[config.mk]
export PLATFORM = sky130hd
export DESIGN_NAME = riscv_lsu
export DESIGN_NICKNAME = d
export VERILOG_FILES = /design/src/rtl/riscv_lsu.sv
export SDC_FILE = /design/constraint.sdc
export NUM_CORES = 1
export LEC_CHECK = 0
export ABC_AREA = 1
export CELL_PAD_IN_SITES_DETAIL_PLACEMENT = 0
export CELL_PAD_IN_SITES_GLOBAL_PLACEMENT = 1
export CORE_AREA = 3 3 98 170
export DETAILED_ROUTE_END_ITERATION = 16
export DIE_AREA = 0 0 101 173
export DONT_BUFFER_PORTS = 1
export GPL_TIMING_DRIVEN = 1
export HOLD_SLACK_MARGIN = 0.08
export PLACE_DENSITY = 0.65
export SLEW_MARGIN = 20
export SYNTH_ARGS = -nofsm -noshare
export SYNTH_HDL_FRONTEND = slang
export SYNTH_SLANG_ARGS = --single-unit
[constraint.sdc]
create_clock -name clk -period 1.6 [get_ports clk]
set_input_delay 0.24 -clock clk [delete_from_list [all_inputs] [get_ports clk]]
set_output_delay 0.24 -clock clk [all_outputs]
set_load 0.01 [all_outputs]
[src/rtl/riscv_lsu.sv]
// riscv_lsu -- load/store unit between the memory stage and data memory.
//
// Accepts LB/LH/LW/LBU/LHU/SB/SH/SW requests, rejects misaligned or
// illegal-funct3 operations without touching memory, and otherwise issues
// a word-aligned request with byte enables over a req/ack handshake.
// Load data comes back sign- or zero-extended.
//
// Ports:
//   clk, rst         clock, synchronous active-high reset
//   req, we, funct3  operation request (held until done), store flag, funct3
//   addr, wdata      byte address, store data (rs2)
//   rdata            extended load result, held until the next done
//   done, fault      one-cycle completion pulse, error flag alongside done
//   busy             datapath stall, req & ~done
//   mem_*            word-aligned memory request / handshake
module riscv_lsu #(
  parameter int TIMEOUT = 16
) (
  input  logic        clk,
  input  logic        rst,
  input  logic        req,
  input  logic        we,
  input  logic [2:0]  funct3,
  input  logic [31:0] addr,
  input  logic [31:0] wdata,
  output logic [31:0] rdata,
  output logic        done,
  output logic        busy,
  output logic        fault,
  output logic        mem_req,
  output logic        mem_we,
  output logic [31:0] mem_addr,
  output logic [3:0]  mem_be,
  output logic [31:0] mem_wdata,
  input  logic        mem_ack,
  input  logic [31:0] mem_rdata
);

  localparam int CNT_W = (TIMEOUT < 2) ? 1 : $clog2(TIMEOUT);
  // Counter value on the last ACCESS cycle allowed before giving up.
  localparam logic [CNT_W-1:0] CNT_LAST = (TIMEOUT == 0) ? '0 : CNT_W'(TIMEOUT - 1);

  typedef enum logic [1:0] {IDLE, ACCESS, RESP} state_t;

  state_t           state;
  logic [CNT_W-1:0] cnt;
  logic [2:0]       ld_f3;
  logic [1:0]       ld_off;
  logic             f3_bad;
  logic             misalign;

  function automatic logic [3:0] byte_en(input logic [2:0] f3, input logic [1:0] off);
    case (f3[1:0])
      2'b00:   byte_en = 4'b0001 << off;
      2'b01:   byte_en = off[1] ? 4'b1100 : 4'b0011;
      default: byte_en = 4'b1111;
    endcase
  endfunction

  function automatic logic [31:0] store_lanes(input logic [2:0] f3, input logic [31:0] d);
    case (f3[1:0])
      2'b00:   store_lanes = {4{d[7:0]}};
      2'b01:   store_lanes = {2{d[15:0]}};
      default: store_lanes = d;
    endcase
  endfunction

  function automatic logic [31:0] load_extract(input logic [2:0] f3, input logic [1:0] off,
                                               input logic [31:0] w);
    logic signed [7:0]  b;
    logic signed [15:0] h;
    case (off)
      2'd0:    b = w[7:0];
      2'd1:    b = w[15:8];
      2'd2:    b = w[23:16];
      default: b = w[31:24];
    endcase
    h = off[1] ? w[31:16] : w[15:0];
    case (f3)
      3'd0:    load_extract = 32'(b);          // LB: signed cast sign-extends
      3'd1:    load_extract = 32'(h);          // LH
      3'd4:    load_extract = {24'b0, b};      // LBU
      3'd5:    load_extract = {16'b0, h};      // LHU
      default: load_extract = w;               // LW
    endcase
  endfunction

  // Legal loads: 0,1,2,4,5. Legal stores: 0,1,2.
  assign f3_bad   = we ? (funct3[2] | (funct3[1:0] == 2'b11))
                       : ((funct3 == 3'd3) | (funct3 == 3'd6) | (funct3 == 3'd7));
  assign misalign = ((funct3[1:0] == 2'b01) & addr[0]) |
                    ((funct3[1:0] == 2'b10) & (addr[1:0] != 2'b00));

  assign busy = req & ~done;

  always_ff @(posedge clk) begin
    if (rst) begin
      state     <= IDLE;
      cnt       <= '0;
      rdata     <= '0;
      done      <= 1'b0;
      fault     <= 1'b0;
      mem_req   <= 1'b0;
      mem_we    <= 1'b0;
      mem_addr  <= '0;
      mem_be    <= '0;
      mem_wdata <= '0;
      ld_f3     <= '0;
      ld_off    <= '0;
    end else begin
      done  <= 1'b0;
      fault <= 1'b0;
      case (state)
        IDLE: begin
          if (req) begin
            if (f3_bad | misalign) begin
              state <= RESP;
              done  <= 1'b1;
              fault <= 1'b1;
            end else begin
              state     <= ACCESS;
              cnt       <= '0;
              mem_req   <= 1'b1;
              mem_we    <= we;
              mem_addr  <= {addr[31:2], 2'b00};
              mem_be    <= byte_en(funct3, addr[1:0]);
              mem_wdata <= store_lanes(funct3, wdata);
              ld_f3     <= funct3;
              ld_off    <= addr[1:0];
            end
          end
        end
        ACCESS: begin
          // An ack on the final allowed cycle still completes normally.
          if (mem_ack) begin
            state   <= RESP;
            mem_req <= 1'b0;
            done    <= 1'b1;
            if (!mem_we) rdata <= load_extract(ld_f3, ld_off, mem_rdata);
          end else if ((TIMEOUT != 0) && (cnt == CNT_LAST)) begin
            state   <= RESP;
            mem_req <= 1'b0;
            done    <= 1'b1;
            fault   <= 1'b1;
          end else begin
            cnt <= cnt + 1'b1;
          end
        end
        default: begin
          // RESP: done is visible this cycle; any req here waits for IDLE.
          state <= IDLE;
        end
      endcase
    end
  end

endmodule

== After elaboration in Yosys (flattened, before gate mapping) ==
Index checks and enable logic that the tools add are counted.
Cells by class
  add/subtract/negate cells: 1
  $mul: 0
  div/mod/pow operators: 0
  magnitude comparators: 0
  equal/unequal tests: 18
  shift-type cells: 1
  muxes and demuxes: 29
  bitwise logic cells: 11
  reductions and logical operators: 11
Operators by type and width (number)
  one-hot mux 32 bit (4 select lines): 1
  one-hot mux 32 bit (2 select lines): 1
  one-hot mux 8 bit (3 select lines): 1
  two-way mux 4 bit: 5
  two-way mux 16 bit: 1
  one-hot mux 4 bit (2 select lines): 2
  == test 3 bit (second input constant): 4
  two-way mux 1 bit: 10
  two-way mux 2 bit: 4
  inequality test 2 bit (second input constant): 4
  == test 2 x 1 -> 1 bit (second input constant): 3
  == test 2 bit (second input constant): 3
  logical NOT 2 bit: 3
  one-hot mux 1 bit (2 select lines): 3
  AND reduction 3 bit: 2
  bitwise OR 1 bit: 5
  AND reduction 5 bit: 1
  adder 4 x 1 -> 4 bit (second input constant): 1
  == test 4 bit (second input constant): 1
  one-hot mux 2 bit (2 select lines): 1
  AND reduction 4 bit: 1
  nonzero test 2 bit: 2
  << shifter 1 x 2 -> 4 bit (first input constant): 1
  bitwise AND 1 bit: 3
  6 further kinds: 8
Storage, ports and cells
  flip-flop bits (word level): 113
  bits in latches: 0
  memory bits (writable): 0
  memory bits (read-only): 0
  bits of input ports: 104
  output and inout port bits: 105
  logic and storage cells: 83
  memories: 0

== Longest topological paths before layout ==
Gate-level depths: netlist (run 1).
  depth after elaboration: 8
  mapped depth: 10
  depth with buffers taken out: 8

== Least setup slack after synthesis (run 1) ==
OpenSTA, ideal clock, no wires.
  path type: flip-flop to flip-flop
  from: register state[0]
  to: register rdata[21]
  library setup time: 0.109 ns
  data arrival time: 1.192 ns
  data required time: 1.491 ns
  setup slack: 0.299 ns
  stages on the path, launching flop included: 9
  buffers on the path: 1
  period minus slack after synthesis: 1.301 ns
  path through: dfxtp_1 > inv_2 > nor2_4 > nand3_2 > nor2_4 > buf_4 > nand3_1 > nand2_1 > inv_1
On the way
  longest elaborated chain between the ends: 2
Ends and longest elaborated chain
  from (decl): RTL line 45  | state_t state;
  from (signal assigned): RTL line 98  | state <= IDLE;
  from (signal assigned): RTL line 117  | state <= RESP;
  from (signal assigned): RTL line 121  | state <= ACCESS;
  == test 2 x 1 -> 1 bit: RTL line 113  | case (state)
  AND reduction 3 bit (no line)
  to (signal assigned): RTL line 139  | if (!mem_we) rdata <= load_extract(ld_f3, ld_off, mem_rdata);
  to (decl): RTL line 26  | output logic [31:0] rdata,
Every way passes these cells.
A chain may end at the register's enable or synchronous reset.

== Worst setup path in the final report (run 1) ==
  from: register state[1]
  to: register mem_addr[24]
On the way
  longest elaborated chain between the ends: 2
Ends and longest elaborated chain
  logical NOT 2 bit: RTL line 113
  AND reduction 3 bit (no line)
  to (signal assigned): RTL line 125  | mem_addr <= {addr[31:2], 2'b00};
  to (decl): RTL line 32  | output logic [31:0] mem_addr,
Every way passes these cells.

==> results of run 1 <==
[cells in the mapped netlist (all sizes together)]
library cell and instances:
nand3b 1, a21oi 96, buf 36, conb 1, nand3 120, nor2 62, clkbuf 18, dfxtp 113
nor3 1, nand4 14, o211ai 9, a211oi 3, inv 61, o21ai 38, ha 1, nand2 209
[report_power, final]
part / internal (W) / switching (W)
Combinational: 0.000369 / 0.000668
Sequential: 0.00298 / 0.000193
Clock: 0.00299 / 0.00137
Total: 0.00635 / 0.00223
[critical path, cell delays in order (launching register included)]
cell     delay [ns]
dfxtp_1        0.34
inv_2          0.14
nand2_2        0.10
nor2_4         0.22
nand2_8        0.17
buf_12         0.22
nand2_1        0.09
a21oi_1        0.06
[through the flow]
stage	hold WS [ns]	utilization [%]
2_1_floorplan	0.404	-
3_3_place_gp	0.326	35.7
3_5_place_dp	0.328	35.7
4_1_cts	-0.116	40.8
5_1_grt	-0.117	40.9
6_report	-0.0838	40.9
[cells by family after synthesis]
logic type      after synthesis  share of synthesized area, %
buf+inv                     115                          10.0
fa+ha+maj                     1                         0.233
compound gates              146                          14.4
simple gates                407                          33.1
flops                       113                          42.2
other cells                   1                        0.0700
[registers in the layout (all words and copies together), names as in the netlist, 2 cells and up]
register,flops
ld_off,2
mem_be,4
rdata,32
ld_f3,3
mem_addr,30
mem_wdata,32
cnt,4
state,2
[area by class of cell]
class / count / area, um^2
fill: 1646 / 9130
multi-input combinational: 556 / 2590
sequential: 113 / 2260
clock buffer: 21 / 460
timing repair buffer: 34 / 352
tap: 186 / 233
inverter: 61 / 231
clock inverter: 10 / 206
[timing repair]
action,4_1_cts,5_1_grt
endpoints found under the hold margin,112,100
gates resized for setup,0,5
setup endpoints to repair,0,23
[path summary, 6_finish.rpt]
kind	slack, ns	cells past startpoint	startpoint	to
hold / removal	-0.08	1	rst	mem_addr[28]
setup reg to reg	0.13	7	state[1]	mem_addr[24]
setup / recovery	0.13	7	state[1]	mem_addr[24]
hold reg to reg	0.49	2	ld_off[0]	ld_off[0]
[routing by layer]
metal	wire [um]	vias to the layer above	GRT usage, %
li1	-	2569	-
met1	6050	2344	20.9
met2	9420	209	35.1
met3	1440	49	6.66
met4	978	0	12.6
met5	0	-	0
==> results.json, run 1 <==
{
  "cts_setup_buffers": 0,
  "synthToLayoutAreaGrowth_pct": 18.1,
  "numPortBuffers": 0,
  "insertion_delay_ns": 0.40,
  "grt_pass1_wl_um": 27900,
  "setup_ws_ns": 0.130,
  "period_minus_slack_ns": 1.47,
  "crit_arrival_ns": 1.76,
  "ys_seq_area_share_pct": 42.2,
  "maxCapViolCount": 0,
  "grt.overflow.total": 0,
  "final.period_utilization_pct": 91.9,
  "peakVddDrop_uv": 608,
  "grt_max_degree": 102,
  "antenna_found_initial": 0,
  "final_cell_mix": "nand2_1, nand3_1, dfxtp_1, a21oi_1, nor2_1",
  "syn_area_um2": 5360,
  "num_io_pins": 209,
  "clkTransAtPathRegs_ns": 0.05,
  "start_kind": "flip-flop",
  "setup_viol": 0,
  "crit_path_max_fanout": 42,
  "final_nets": 888,
  "rsz0062_at_grt": "no",
  "fin_skew_ns": 0.00933,
  "viasPerCell": 5.27,
  "finalInstanceArea_um2": 6330,
  "slew_violations": 0,
  "yosys-top-cells-area": "dfxtp_1, nand2_1, nand3_1, a21oi_1, nor2_1",
  "yosysUniqueCellTypes": 29,
  "die_width_um": 101,
  "clk_path_buf_depth": 2,
  "cp-end-kind": "flip-flop",
  "firstDrtPassIters": 5,
  "post-dp-hpwl_um": 13200,
  "fin_cells": 981,
  "yosys_warnings": 0,
  "dp_cells": 938,
  "max_freq_mhz": 680,
  "coreArea_um2": 15500,
  "drc": 0,
  "tritoncts": "built",
  "whs_ns": -0.0838,
  "grt_pass1_vias": 5121,
  "synthCells": 783,
  "antennaDiodeCount": 0,
  "final_hold_viol_count": 90,
  "die_area_um2": 17500,
  "hold_class": "input pin to flip-flop",
  "drtAntennaViolNets": 0,
  "crit_required_ns": 1.89,
  "synth_top_area_share_pct": 42.2,
  "postPlaceCellArea_um2": 5520,
  "ys_seq_elements": 113,
  "layout-drive-gt1-share_pct": 8.93,
  "power_per_cell_area_nw_per_um2": 1350,
  "root_buffer": "clkbuf_16",
  "preCtsSetupSlack_ns": 0.0850,
  "gp_routability_congestion": 0.859,
  "routed_wl_um": 17900,
  "yosysTopAreaCell": "dfxtp_1",
  "violations": "negative hold slack",
  "finalSetupTns_ns": 0,
  "track_usage_pct": 20.4,
  "route.vias.total": 5171,
  "hold_buffers": 12,
  "wl_per_cell_um": 18.2,
  "die_h_um": 173,
  "numCtsBuffers": 17,
  "critPathKind": "flip-flop to flip-flop",
  "p_leak_nw": 2.54,
  "core.rowCount": 60,
  "numClockSinks": 113,
  "synth_area_per_cell_um2": 6.85,
  "final_common_cell": "nand2_1",
  "h-tree-depth": 4,
  "drt_iter0_drc": 245,
  "start_util_pct": 34.7,
  "report.power.total_w": 0.00858,
  "status": "finished, violations left"
}
(Power assumes the default switching activity.)
==> run 2: changes to the inputs <==
--- a/config.mk
+++ b/config.mk
@@ -14,7 +14,7 @@
 export DONT_BUFFER_PORTS = 1
 export GPL_TIMING_DRIVEN = 1
 export HOLD_SLACK_MARGIN = 0.08
-export PLACE_DENSITY = 0.65
+export PLACE_DENSITY_LB_ADDON = 0.1
 export SLEW_MARGIN = 20
 export SYNTH_ARGS = -nofsm -noshare
 export SYNTH_HDL_FRONTEND = slang
==> run 2 against run 1 <==
- the flow still finishes with violations (negative hold slack)
- clock power decreased by 8.3%
- core utilization down 0.30 points
- worst setup slack gained 0.016 ns
- maximum frequency is 1.1% higher
- sequential power is essentially flat
- flip-flop and latch count did not move
- sequential share of layout area increased by 0.26 points
- combinational power barely moved
- wire length is 0.63% higher
- via count down 0.35%
- non-clock buffer count unchanged
- first-iteration DRC count down 24%
==> results.json, run 2 (synthesized netlist as in run 1, its figures left out) <==
{
  "sequentialPowerShare_pct": 38.7,
  "setup_ws_ns": 0.146,
  "final_cell_mix": "nand2_1, nand3_1, dfxtp_1, a21oi_1, nor2_1",
  "crit_arrival_ns": 1.74,
  "num_io_pins": 209,
  "power_per_cell_area_nw_per_um2": 1310,
  "fin_skew_ns": 0.00866,
  "hold_depth": 1,
  "grt_pass1_wl_um": 27500,
  "wl_per_cell_um": 18.4,
  "crit_required_ns": 1.88,
  "peakVddDrop_uv": 697,
  "setup_viol": 0,
  "crit_chain": "ha_1, nand3_1, nand2_1, a21oi_2, nand3_2, nand2_1, a21oi_1",
  "drt_iter0_drc": 185,
  "gp_routability_congestion": 0.819,
  "routed_wl_um": 18000,
  "switching_power_w": 0.00219,
  "die_width_um": 101,
  "slew_violations": 0,
  "drc": 0,
  "rsz0062_at_grt": "no",
  "clkTransAtPathRegs_ns": 0.06,
  "max-slew-margin-rel_pct": 62.7,
  "crit_path_max_fanout": 5,
  "top_regs": "mem_wdata (32), rdata (32), mem_addr (30)",
  "route.vias.total": 5153,
  "coreArea_um2": 15500,
  "pwr-share-clk_pct": 48.7,
  "synthToLayoutAreaGrowth_pct": 17.3,
  "die_h_um": 173,
  "intPower_w": 0.00603,
  "whs_ns": -0.0971,
  "hold_class": "input pin to flip-flop",
  "viasPerCell": 5.25,
  "track_usage_pct": 20.2,
  "antenna_found_initial": 0,
  "numPortBuffers": 0,
  "core.rowCount": 60,
  "start_kind": "flip-flop",
  "max_stage_delay_ns": 0.34,
  "drtAntennaViolNets": 0,
  "numCtsBuffers": 17,
  "cp-end-kind": "flip-flop",
  "clk_path_buf_depth": 2,
  "final_nets": 888,
  "hold_buffers": 12,
  "crit_cells": 7,
  "preCtsSetupSlack_ns": 0.162,
  "start_util_pct": 34.7,
  "max_freq_mhz": 688,
  "worst-path-buf-inv": 0,
  "maxCapViolCount": 0,
  "crit_family": "simple AND/OR/NAND/NOR gates",
  "reg2reg_depth": 7,
  "violations": "negative hold slack",
  "p_leak_nw": 2.53,
  "post-dp-hpwl_um": 13200,
  "period_minus_slack_ns": 1.45,
  "tritoncts": "built",
  "antennaDiodeCount": 0,
  "report.power.total_w": 0.00822,
  "critPathKind": "flip-flop to flip-flop",
  "p_sw_share_pct": 26.6,
  "numClockSinks": 113,
  "worst_path_most_repeated_cell": "nand2_1",
  "grt_pass1_vias": 5058,
  "combPwrFrac_pct": 12.6,
  "root_buffer": "clkbuf_16",
  "insertion_delay_ns": 0.40,
  "cp_slowest_cell": "dfxtp_1",
  "final.period_utilization_pct": 90.9,
  "die_area_um2": 17500,
  "layout-drive-gt1-share_pct": 9.06,
  "worstMarginPinSlew_ns": 0.554,
  "fillers": 1661,
  "status": "finished, violations left",
  "final_util_pct": 40.6,
  "firstDrtPassIters": 4,
  "grt.overflow.total": 0,
  "finalSetupTns_ns": 0,
  "final_hold_viol_count": 76,
  "final_common_cell": "nand2_1",
  "grt_max_degree": 102,
  "h-tree-depth": 4
}
[run 2: cell count changes in the layout (fill, tap and decap cells not counted), sizes merged]
cell      change
clkinvlp      +1
clkinv        +1
bufinv        -2
[run 2: layer usage]
metal | up-vias | global-route usage [%] | wire (um)
li1 | 2568 | - | -
met1 | 2357 | 20.4 | 6090
met2 | 192 | 36.8 | 9920
met3 | 36 | 5.69 | 1250
met4 | 0 | 10.1 | 734
met5 | - | 0 | 0
[run 2: stage by stage]
step / std cells / area [um^2]
final: 981 / 6290
after global routing: 981 / 6290
after CTS: 981 / 6280
after detailed placement: 938 / 5540
after global placement: 938 / 5540
after floorplan: 784 / 5360
[run 2: timing repair]
item,4_1_cts,5_1_grt
gates resized for setup,0,1
buffers inserted,0,0
hold endpoints to repair,112,100
endpoints found under the setup margin,0,4
[run 2: final cells by class]
type / instances / area [um^2] / share of cell area (%)
Multi-Input combinational cell: 556 / 2570 / 40.8
Clock inverter: 10 / 159 / 2.53
Tap cell: 186 / 233 / 3.70
Inverter: 61 / 231 / 3.68
Sequential cell: 113 / 2260 / 36.0
Clock buffer: 21 / 460 / 7.32
Timing Repair Buffer: 34 / 373 / 5.93
[run 2: power by group through the flow]
stage | sequential [W] | combinational [W] | clock (W)
final | 0.00318 | 0.00104 | 0.00400
after CTS | 0.00318 | 0.00105 | 0.00412
after floorplan | 0.00319 | 0.000814 | 0
after global placement | 0.00324 | 0.00101 | 0
after global routing | 0.00320 | 0.00117 | 0.00423
after detailed placement | 0.00324 | 0.00102 | 0
[run 2: path summary, 6_finish.rpt]
| path | startpoint | slack, ns | to |
|---|---|---|---|
| worst max register to register | cnt[0] | 0.15 | cnt[2] |
| worst min-delay path | rst | -0.1 | mem_wdata[13] |
| worst min register to register | mem_wdata[7] | 0.50 | mem_wdata[7] |
| worst max-delay path | cnt[0] | 0.15 | cnt[2] |
[run 2: worst reg2reg max path: cells and delay by family, from the launching register on]
kind | cells | cell delay [ns]
AOI/OAI and AO/OA | 2 | 0.32
DFF | 1 | 0.34
adders and majority gates | 1 | 0.23
and+or+nand+nor | 4 | 0.45
